File: config.mk
export PLATFORM = sky130hd
export DESIGN_NAME = wght_mc_rcv_flat
export DESIGN_NICKNAME = d
export VERILOG_FILES = /design/src/rtl/wght_mc_rcv_if.sv /design/src/rtl/wght_mc_rcv.sv /design/src/flat_wrapper.sv
export SDC_FILE = /design/constraint.sdc
export NUM_CORES = 1
export LEC_CHECK = 0
export BUFFER_PORTS_ARGS = -buffer_cell sky130_fd_sc_hd__buf_2
export CAP_MARGIN = 20
export CORE_ASPECT_RATIO = 0.6
export CORE_MARGIN = 8
export CORE_UTILIZATION = 57
export DETAILED_ROUTE_END_ITERATION = 8
export HOLD_SLACK_MARGIN = 0.1
export PLACE_DENSITY = 0.89
export SKIP_LAST_GASP = 1
export SYNTH_ARGS = -nofsm -noshare
export SYNTH_HDL_FRONTEND = slang
export SYNTH_SLANG_ARGS = --single-unit
File: constraint.sdc
create_clock -name i_clk -period 3.7 [get_ports i_clk]
set_clock_uncertainty 0.2 [all_clocks]
set_input_delay 0.37 -clock i_clk [delete_from_list [all_inputs] [get_ports i_clk]]
set_output_delay 0.37 -clock i_clk [all_outputs]
set_load 0.005 [all_outputs]
File: src/rtl/wght_mc_rcv_if.sv
// Handshake bundle for the weight multicast receiver.
// Carries pass control (start, IDs, expected count), the tagged GLB word stream,
// the PE-side valid/ready output, and the status outputs.
// Modports:
//   master - upstream/controller view (drives i_*, observes o_*)
//   slave  - receiver view (observes i_*, drives o_*)
interface wght_mc_rcv_if #(
  parameter int unsigned DATA_W = 16,
  parameter int unsigned CNT_W  = 10
);
  logic              i_start;
  logic [3:0]        i_cfg_row_id;
  logic [3:0]        i_cfg_col_id;
  logic [CNT_W-1:0]  i_cfg_expect;
  logic              i_wght_valid;
  logic [7:0]        i_wght_tag;
  logic [DATA_W-1:0] i_wght_data;
  logic              o_pe_valid;
  logic [DATA_W-1:0] o_pe_data;
  logic              i_pe_ready;
  logic              o_busy;
  logic              o_rcv_done;
  logic              o_overflow;
  logic [CNT_W-1:0]  o_acc_cnt;

  modport master (
    output i_start, i_cfg_row_id, i_cfg_col_id, i_cfg_expect,
    output i_wght_valid, i_wght_tag, i_wght_data, i_pe_ready,
    input  o_pe_valid, o_pe_data, o_busy, o_rcv_done, o_overflow, o_acc_cnt
  );

  modport slave (
    input  i_start, i_cfg_row_id, i_cfg_col_id, i_cfg_expect,
    input  i_wght_valid, i_wght_tag, i_wght_data, i_pe_ready,
    output o_pe_valid, o_pe_data, o_busy, o_rcv_done, o_overflow, o_acc_cnt
  );
endinterface

File: src/rtl/wght_mc_rcv.sv
// Weight multicast receive endpoint.
// Filters the tagged GLB weight stream against this endpoint's {row, col} ID, buffers
// matching words in a small first-word-fall-through FIFO and hands them to the PE
// scratchpad over valid/ready. Counts accepted words against the per-pass expected
// count and pulses o_rcv_done once the pass is complete and the buffer has drained.
// Ports:
//   i_clk, i_rst - clock, asynchronous active-high reset
//   bus (slave)  - control, tagged word input, PE output and status (see wght_mc_rcv_if)
// Build option:
//   WGHT_MC_BCAST_EN - when defined, col_tag 4'hF matches any configured column ID
//                      (row broadcast); row_tag is still compared exactly.
module wght_mc_rcv #(
  parameter int unsigned DATA_W     = 16,
  parameter int unsigned FIFO_DEPTH = 4,
  parameter int unsigned CNT_W      = 10
) (
  input logic          i_clk,
  input logic          i_rst,
  wght_mc_rcv_if.slave bus
);

  localparam int unsigned PtrW = $clog2(FIFO_DEPTH);
  localparam int unsigned OccW = PtrW + 1;
  localparam logic [OccW-1:0] OccFull = OccW'(FIFO_DEPTH);

  typedef enum logic [1:0] {StIdle, StRecv, StDrain, StDone} state_e;

  state_e            state_q;
  logic [CNT_W-1:0]  expect_q;
  logic [CNT_W-1:0]  acc_cnt_q;
  logic              overflow_q;
  logic              busy_q;
  logic              done_q;

  logic [DATA_W-1:0] mem_q [FIFO_DEPTH];
  logic [PtrW-1:0]   wr_ptr_q;
  logic [PtrW-1:0]   rd_ptr_q;
  logic [OccW-1:0]   occ_q;

  logic row_hit, col_hit, tag_match;
  logic accept, push, pop, drop, full, empty;

  // Tag field 0 is reserved and never matches.
  always_comb begin
    row_hit = (bus.i_wght_tag[7:4] != 4'h0) && (bus.i_wght_tag[7:4] == bus.i_cfg_row_id);
`ifdef WGHT_MC_BCAST_EN
    col_hit = (bus.i_wght_tag[3:0] != 4'h0) &&
              ((bus.i_wght_tag[3:0] == bus.i_cfg_col_id) || (bus.i_wght_tag[3:0] == 4'hF));
`else
    col_hit = (bus.i_wght_tag[3:0] != 4'h0) && (bus.i_wght_tag[3:0] == bus.i_cfg_col_id);
`endif
    tag_match = row_hit && col_hit;
  end

  assign empty = (occ_q == '0);
  assign full  = (occ_q == OccFull);
  assign pop   = !empty && bus.i_pe_ready;
  // Once the expected count is reached the pass is closing; later words are not counted.
  assign accept = (state_q == StRecv) && bus.i_wght_valid && tag_match &&
                  (acc_cnt_q != expect_q);
  // A pop in the same cycle frees the slot, so a full buffer can still take the word.
  assign push  = accept && (!full || pop);
  assign drop  = accept && full && !pop;

  // Match buffer.
  always_ff @(posedge i_clk or posedge i_rst) begin
    if (i_rst) begin
      wr_ptr_q <= '0;
      rd_ptr_q <= '0;
      occ_q    <= '0;
      for (int i = 0; i < FIFO_DEPTH; i++) mem_q[i] <= '0;
    end else begin
      if (push) begin
        mem_q[wr_ptr_q] <= bus.i_wght_data;
        wr_ptr_q        <= wr_ptr_q + PtrW'(1);
      end
      if (pop) rd_ptr_q <= rd_ptr_q + PtrW'(1);
      if (push && !pop)      occ_q <= occ_q + OccW'(1);
      else if (!push && pop) occ_q <= occ_q - OccW'(1);
    end
  end

  // Pass control FSM with registered status outputs.
  always_ff @(posedge i_clk or posedge i_rst) begin
    if (i_rst) begin
      state_q    <= StIdle;
      expect_q   <= '0;
      acc_cnt_q  <= '0;
      overflow_q <= 1'b0;
      busy_q     <= 1'b0;
      done_q     <= 1'b0;
    end else begin
      unique case (state_q)
        StIdle: begin
          done_q <= 1'b0;
          if (bus.i_start) begin
            state_q    <= StRecv;
            expect_q   <= bus.i_cfg_expect;
            acc_cnt_q  <= '0;
            overflow_q <= 1'b0;
            busy_q     <= 1'b1;
          end
        end
        StRecv: begin
          if (accept && (acc_cnt_q != '1)) acc_cnt_q <= acc_cnt_q + CNT_W'(1);
          if (drop) overflow_q <= 1'b1;
          if (acc_cnt_q == expect_q) state_q <= StDrain;
        end
        StDrain: begin
          if (empty) begin
            state_q <= StDone;
            done_q  <= 1'b1;
          end
        end
        StDone: begin
          done_q  <= 1'b0;
          busy_q  <= 1'b0;
          state_q <= StIdle;
        end
        default: state_q <= StIdle;
      endcase
    end
  end

  assign bus.o_pe_valid = !empty;
  assign bus.o_pe_data  = mem_q[rd_ptr_q];
  assign bus.o_busy     = busy_q;
  assign bus.o_rcv_done = done_q;
  assign bus.o_overflow = overflow_q;
  assign bus.o_acc_cnt  = acc_cnt_q;

endmodule
File: src/flat_wrapper.sv
// flat-port wrapper written by rule: the top's interface ports become plain ports
module wght_mc_rcv_flat 
#(
  parameter int unsigned DATA_W     = 16,
  parameter int unsigned FIFO_DEPTH = 4,
  parameter int unsigned CNT_W      = 10
)
  (i_clk, i_rst, bus_i_start, bus_i_cfg_row_id, bus_i_cfg_col_id, bus_i_cfg_expect, bus_i_wght_valid, bus_i_wght_tag, bus_i_wght_data, bus_i_pe_ready, bus_o_pe_valid, bus_o_pe_data, bus_o_busy, bus_o_rcv_done, bus_o_overflow, bus_o_acc_cnt);
  wght_mc_rcv_if #(.DATA_W(DATA_W), .CNT_W(CNT_W)) bus_i ();
  input logic i_clk;
  input logic i_rst;
  input wire logic [$bits(bus_i.i_start)-1:0] bus_i_start;
  input wire logic [$bits(bus_i.i_cfg_row_id)-1:0] bus_i_cfg_row_id;
  input wire logic [$bits(bus_i.i_cfg_col_id)-1:0] bus_i_cfg_col_id;
  input wire logic [$bits(bus_i.i_cfg_expect)-1:0] bus_i_cfg_expect;
  input wire logic [$bits(bus_i.i_wght_valid)-1:0] bus_i_wght_valid;
  input wire logic [$bits(bus_i.i_wght_tag)-1:0] bus_i_wght_tag;
  input wire logic [$bits(bus_i.i_wght_data)-1:0] bus_i_wght_data;
  input wire logic [$bits(bus_i.i_pe_ready)-1:0] bus_i_pe_ready;
  output wire logic [$bits(bus_i.o_pe_valid)-1:0] bus_o_pe_valid;
  output wire logic [$bits(bus_i.o_pe_data)-1:0] bus_o_pe_data;
  output wire logic [$bits(bus_i.o_busy)-1:0] bus_o_busy;
  output wire logic [$bits(bus_i.o_rcv_done)-1:0] bus_o_rcv_done;
  output wire logic [$bits(bus_i.o_overflow)-1:0] bus_o_overflow;
  output wire logic [$bits(bus_i.o_acc_cnt)-1:0] bus_o_acc_cnt;
  assign bus_i.i_start = bus_i_start;
  assign bus_i.i_cfg_row_id = bus_i_cfg_row_id;
  assign bus_i.i_cfg_col_id = bus_i_cfg_col_id;
  assign bus_i.i_cfg_expect = bus_i_cfg_expect;
  assign bus_i.i_wght_valid = bus_i_wght_valid;
  assign bus_i.i_wght_tag = bus_i_wght_tag;
  assign bus_i.i_wght_data = bus_i_wght_data;
  assign bus_i.i_pe_ready = bus_i_pe_ready;
  assign bus_o_pe_valid = bus_i.o_pe_valid;
  assign bus_o_pe_data = bus_i.o_pe_data;
  assign bus_o_busy = bus_i.o_busy;
  assign bus_o_rcv_done = bus_i.o_rcv_done;
  assign bus_o_overflow = bus_i.o_overflow;
  assign bus_o_acc_cnt = bus_i.o_acc_cnt;
  wght_mc_rcv #(.DATA_W(DATA_W), .FIFO_DEPTH(FIFO_DEPTH), .CNT_W(CNT_W)) u_core (.i_clk(i_clk), .i_rst(i_rst), .bus(bus_i));
endmodule
Yosys cells after proc, flatten, opt, wreduce, memory -nomap -nowiden
Cells that the tools add are included.
Storage, ports and cells
  input bits: 47
  output and inout port bits: 30
  bits in registers: 96
Cells by class
  $lt $le $gt $ge: 3
  reduce and logical (&&, ||, !) cells: 34
  multiplexer cells: 22
  add/subtract/negate cells: 5
  bitwise operators: 2
  eq/ne operators: 14
Operators with widths (number)
  $bwmux 64: 1
  $mux 16: 3
  $bmux 16 s2: 1
  $demux 16 s2: 1
  $mux 10: 2
  $pmux 10 s2: 1
  $logic_and 1x1->1: 14
  $add 10x1->10 const B: 1
  $eq 10x10->1: 1
  $ne 10x10->1: 1
  $ne 10x10->1 const B: 1
  $reduce_and 3->1: 3
  $eq 4x4->1: 2
  $pmux 2 s4: 1
  $reduce_bool 2->1: 4
  $reduce_bool 4->1: 2
  $ge 3x3->1 const B: 2
  $mux 2: 3
  $mux 3: 2
  $ne 2x2->1 const B: 3
  $not 2->3: 2
  $pmux 1 s2: 3
  $reduce_and 2->1: 3
  $add 2x1->2 const B: 2
  other kinds (13): 21

Depth between registers and ports, before layout
  depth after elaboration: 10
  gate-level depth with buffers: 13
  mapped depth without buffers: 12

Least setup slack after synthesis
Ideal clock, no wire load.
  path kind: register -> register
  from: reg u_core.state_q[1]
  to: reg u_core.occ_q[2]
  data arrival time: 2.451 ns
  cell stages (with the launch flop): 14
  slack: 0.970 ns
  period minus slack after synthesis: 2.730 ns
  library setup time: 0.079 ns
  cells stage by stage: dfrtp_1 inv_1 ha_1 clkbuf_1 inv_1 a41oi_2 nand3_1 nor2_1 ha_1 inv_1 fa_1 xor2_1 nor2_1 xor2_1
Between the ends
  cells in the longest elaborated chain, start to end: 8
RTL lines
  start: declaration: RTL line wght_mc_rcv.sv:28  | state_e state_q;
  start signal: assignment: RTL line wght_mc_rcv.sv:86  | state_q <= StIdle;
  start signal: assignment: RTL line wght_mc_rcv.sv:97  | state_q <= StRecv;
  start signal: assignment: RTL line wght_mc_rcv.sv:107  | if (acc_cnt_q == expect_q) state_q <= StDrain;
  $eq 2x1->1 (*): RTL line wght_mc_rcv.sv:59  | assign accept = (state_q == StRecv) && bus.i_wght_valid && tag_match &&
  $logic_and 1x1->1 (*) (3 in series): RTL line wght_mc_rcv.sv:59
  $logic_and 1x1->1 (*): RTL line wght_mc_rcv.sv:62  | assign push = accept && (!full || pop);
  via u_core.push: RTL line wght_mc_rcv.sv:41  | logic accept, push, pop, drop, full, empty;
  $logic_not 1->1: RTL line wght_mc_rcv.sv:79  | else if (!push && pop) occ_q <= occ_q - OccW'(1);
  $logic_and 1x1->1: RTL line wght_mc_rcv.sv:79
  $reduce_bool 2->1 (no line)
  end signal: assignment: RTL line wght_mc_rcv.sv:78  | if (push && !pop) occ_q <= occ_q + OccW'(1);
  end signal: assignment: RTL line wght_mc_rcv.sv:79
  end: declaration: RTL line wght_mc_rcv.sv:38  | logic [OccW-1:0] occ_q;
The timed path passes the listed nets; every way through them passes the cells marked *.
A chain may end at the register's enable or synchronous reset.

Worst setup path in the final report
  from: reg u_core.acc_cnt_q[8] (netlist: u_core.bus.o_acc_cnt[8])
  to: reg u_core.occ_q[1]
Between the ends
  cells in the longest elaborated chain, start to end: 6
RTL lines
  start: declaration: RTL line wght_mc_rcv.sv:30  | logic [CNT_W-1:0] acc_cnt_q;
  start signal: assignment: RTL line wght_mc_rcv.sv:105  | if (accept && (acc_cnt_q != '1)) acc_cnt_q <= acc_cnt_q + CNT_W'(1);
  $ne 10x10->1 (*): RTL line wght_mc_rcv.sv:60  | (acc_cnt_q != expect_q);
  $logic_and 1x1->1 (*): RTL line wght_mc_rcv.sv:59
  $logic_and 1x1->1 (*): RTL line wght_mc_rcv.sv:62
  via u_core.push: RTL line wght_mc_rcv.sv:41
  $logic_not 1->1: RTL line wght_mc_rcv.sv:79
  $logic_and 1x1->1: RTL line wght_mc_rcv.sv:79
  $reduce_bool 2->1 (no line)
Marks and branches as above.

==> impl_metrics.py <==
metrics = {
    "status": {
        "run_status": "completed",
    },
    "logic_synthesis": {
        "synth-adder-area-share_pct": 3.036,
        "synth_cell_types": 47,
        "synth_edf_count": 0,
        "synth_area_leader_cell": "dfrtp_1",
        "ys.warnings.count": 0,
        "synth.area.mux_share_pct": 26.28,
        "synth_flop_cell": "dfrtp_1",
        "synth_top_area_share_pct": 50.25,
        "synth_cells": 348,
        "synth.area.top_cells": "dfrtp_1 (50%), mux2_1 (9.4%), mux2_2 (8.5%)",
        "ys_seq_area_share_pct": 50.25,
        "synthSimpleGateAreaFrac_pct": 9.736,
        "synth_top_family_by_area": "multiplexers",
        "synthXorXnorAreaFrac_pct": 4.397,
        "synthArstFlopShare_pct": 100.0,
        "syn_avg_cell_area_um2": 13.74,
        "synth.cell_area_um2": 4781,
        "ys_seq_elements": 96,
        "synth_compound_area_share_pct": 3.455,
        "syn_nets": 406,
    },
    "finish": {
        "antenna_cells": 0,
        "drive_above_1_share_pct": 34.37,
        "syn_to_final_growth_pct": 20.75,
        "fin_area_um2": 5773,
        "nets": 506,
    },
    "grt": {
        "grt_antenna_before_repair": 0,
        "gr-total-overflow": 0,
        "grt_use_met3_pct": 6.452,
        "grt_start_max_net_pins": 49,
        "grtUsageMet2_pct": 31.18,
        "grt_use_total_pct": 19.36,
        "grt_first_pass_wirelength_um": 17780,
        "top_usage_layer": "met2",
        "met1_usage_pct": 24.72,
        "grt_pass1_vias": 3433,
    },
    "timing": {
        "fmax_mhz": 318.3,
        "period_share_pct": 84.91,
        "rsz0062_at_grt": "no",
        "worst_pin_slew_ns": 0.8414,
        "fin_tns_setup_ns": 0,
        "slew_headroom_pct": 43.91,
        "final-hold-violation-count": 0,
        "final_max_slew_viol_count": 0,
        "layout_setup_ws_ns": 0.5583,
        "finalSetupViolations": 0,
        "post-route-min-period_ns": 3.142,
    },
    "setup_path": {
        "cp_slowest_cell": "nor4_1",
        "startpoint": "u_core.bus.o_acc_cnt[8]",
        "crit_family": "simple AND/OR/NAND/NOR gates",
        "crit_path_end": "u_core.occ_q[1]",
        "r2r_setup_slack_ns": 0.56,
        "reg2reg_depth": 9,
        "path_max_fanout": 6,
        "cp_num_cells": 9,
        "critical_path_class": "flip-flop to flip-flop",
        "cp_cell_sequence": "xor2_1, nor4_1, a41oi_2, nand3_1, nor2_1, ha_1, inv_1, fa_1, mux2_2",
        "regToRegEndpoint": "u_core.occ_q[1]",
        "cp.arrival_ns": 3.17,
        "critPathCaptureType": "flip-flop",
        "cp-start-kind": "flip-flop",
        "crit_path_max_incr_delay_ns": 0.68,
        "cp.buffers_inverters": 1,
        "timing.rr.start": "u_core.bus.o_acc_cnt[8]",
        "crit_required_ns": 3.73,
    },
    "floorplanning": {
        "die_h_um": 86.94,
        "row_count": 26,
        "io_pins": 77,
        "die_x_um": 134.2,
        "start_util_pct": 57.41,
        "fp.coreArea_um2": 8328,
        "die_area_um2": 11670,
    },
    "power": {
        "finalPower_mw": 3.002,
        "leakage_nw": 2.843,
        "ir_drop_mv": 0.2537,
        "cellPowerDensity_nw_per_um2": 520.0,
    },
    "clock_tree": {
        "cts_tree": "built",
        "postCtsSetupBuffers": 0,
        "ctsHoldBuffers": 24,
        "cts.sinks": 96,
        "post_cts_resize_count": 0,
        "cts_root_buffer": "clkbuf_16",
        "cts_buffer_depth": 2,
        "clk_pin_slew_worst_paths_ns": 0.06,
        "htreeDepth": 3,
        "clk_latency_ns": 0.34,
        "cts_buffers": 9,
    },
    "placed_design": {
        "place_ws_ns": 0.5788,
        "dp_hpwl_um": 7648,
        "gp_congestion": 0.9003,
        "io_buffers": 76,
        "dpl_cell_area_um2": 5223,
    },
    "drt": {
        "ant_nets": 0,
        "drc": 0,
        "vias_per_cell": 5.716,
        "vias": 3218,
        "routed_wl_um": 10630,
        "routedWlPerCell_um": 18.88,
        "dr.pass1.iters": 4,
        "drtIter0Drc": 247,
    },
    "flow_run": {
        "cap_violations": 0,
    },
    "min_path": {
        "hold_class": "primary input to flip-flop",
    },
}
==> worst reg2reg max path, stage by stage (launching register included) <==
cell and delay [ns]:
dfrtp_1 0.46, xor2_1 0.17, nor4_1 0.68, a41oi_2 0.34, nand3_1 0.15, nor2_1 0.05
ha_1 0.23, inv_1 0.08, fa_1 0.40, mux2_2 0.26
==> area by class of cell <==
class / instances / area [um2]
repair buffers: 103 / 643.1
clock inverters: 3 / 67.56
inverters: 9 / 35.03
well taps: 112 / 140.1
clock buffers: 11 / 242.7
flip-flops and latches: 96 / 2402
fillers: 562 / 2555
multi-input cells: 229 / 2242
==> flip-flops by register name (all words and copies together) (netlist names), 2 cells and up <==
| signal | count |
|---|---|
| u_core.expect_q | 10 |
| u_core.wr_ptr_q | 2 |
| u_core.rd_ptr_q | 2 |
| u_core.state_q | 2 |
| u_core.bus.o_acc_cnt | 10 |
| u_core.occ_q | 3 |
| u_core.mem_q | 64 |
==> report_power, final <==
part	internal, mW	total, mW	switching (mW)
logic	0.350	0.710	0.360
registers	1.17	1.33	0.159
clock network	0.603	0.964	0.361
total	2.12	3.00	0.881
==> logic make-up after synthesis <==
logic type               count (synthesis)
multiplexers                            96
flip-flops                              96
AND/OR/NAND/NOR                         75
XOR/XNOR                                24
AO/OA/AOI/OAI                           23
buffers and inverters                   23
adder cells (fa/ha/maj)                 11
==> synth_stat cells, types with 2 or more instances <==
cell / count
a21oi_1: 3
buf_6: 6
clkbuf_1: 5
dfrtp_1: 96
ha_1: 10
inv_1: 9
mux2_1: 40
mux2_2: 36
mux2i_1: 4
mux4_2: 16
nand2_1: 22
nand2_8: 4
nand2b_1: 6
nand3_1: 7
nand4_1: 6
nor2_1: 7
nor3_2: 2
nor4_1: 4
o211ai_1: 2
o21ai_0: 6
o21ai_1: 3
or3_1: 5
or4_1: 3
xnor2_1: 14
xor2_1: 10
==> per-layer routing <==
layer	vias up	wire, um
met2	99	5246
met5	-	0
met1	1641	4592
li1	1471	-
met4	0	84
met3	7	708
==> cell usage in the layout (no fill, tap or decap), types with 2 or more instances in the layout <==
cell type / n
nand4_1: 6
clkbuf_16: 9
nand3_1: 7
inv_1: 8
dfrtp_1: 96
or3_1: 5
xor2_1: 10
nand2_8: 4
mux2_2: 36
nand2_1: 22
dlygate4sd3_1: 24
a21oi_1: 3
buf_2: 76
or4_1: 3
nor4_1: 4
o21ai_0: 6
xnor2_1: 14
ha_1: 10
nand2b_1: 6
nor2_1: 7
mux4_2: 16
bufinv_16: 2
mux2i_1: 4
buf_4: 3
mux2_1: 40
nor3_2: 2
o21ai_1: 3
o211ai_1: 2
==> worst min path at each step <==
| stage | start | endpoint | slack [ns] | cells after the start |
|---|---|---|---|---|
| floorplan | u_core.occ_q[2] | u_core.occ_q[2] | 0.25 | 1 |
| global placement | u_core.mem_q[23] | u_core.mem_q[23] | 0.27 | 1 |
| detailed placement | u_core.occ_q[2] | u_core.occ_q[2] | 0.27 | 1 |
| CTS | bus_i_wght_data[14] | u_core.mem_q[14] | 0.10 | 2 |
| global route | bus_i_wght_data[14] | u_core.mem_q[14] | 0.12 | 2 |
| finish | bus_i_wght_data[14] | u_core.mem_q[14] | 0.11 | 2 |
==> metrics by stage <==
step / std cells / hold slack (ns) / util [%]
after floorplan: 348 / 0.2471 / -
after global placement: 525 / 0.2687 / 62.71
after detailed placement: 525 / 0.2725 / 62.71
after CTS: 563 / 0.1018 / 69.32
after global routing: 563 / 0.1202 / 69.32
final: 563 / 0.1103 / 69.32
No activity file was read; power rests on OpenSTA's default activity.
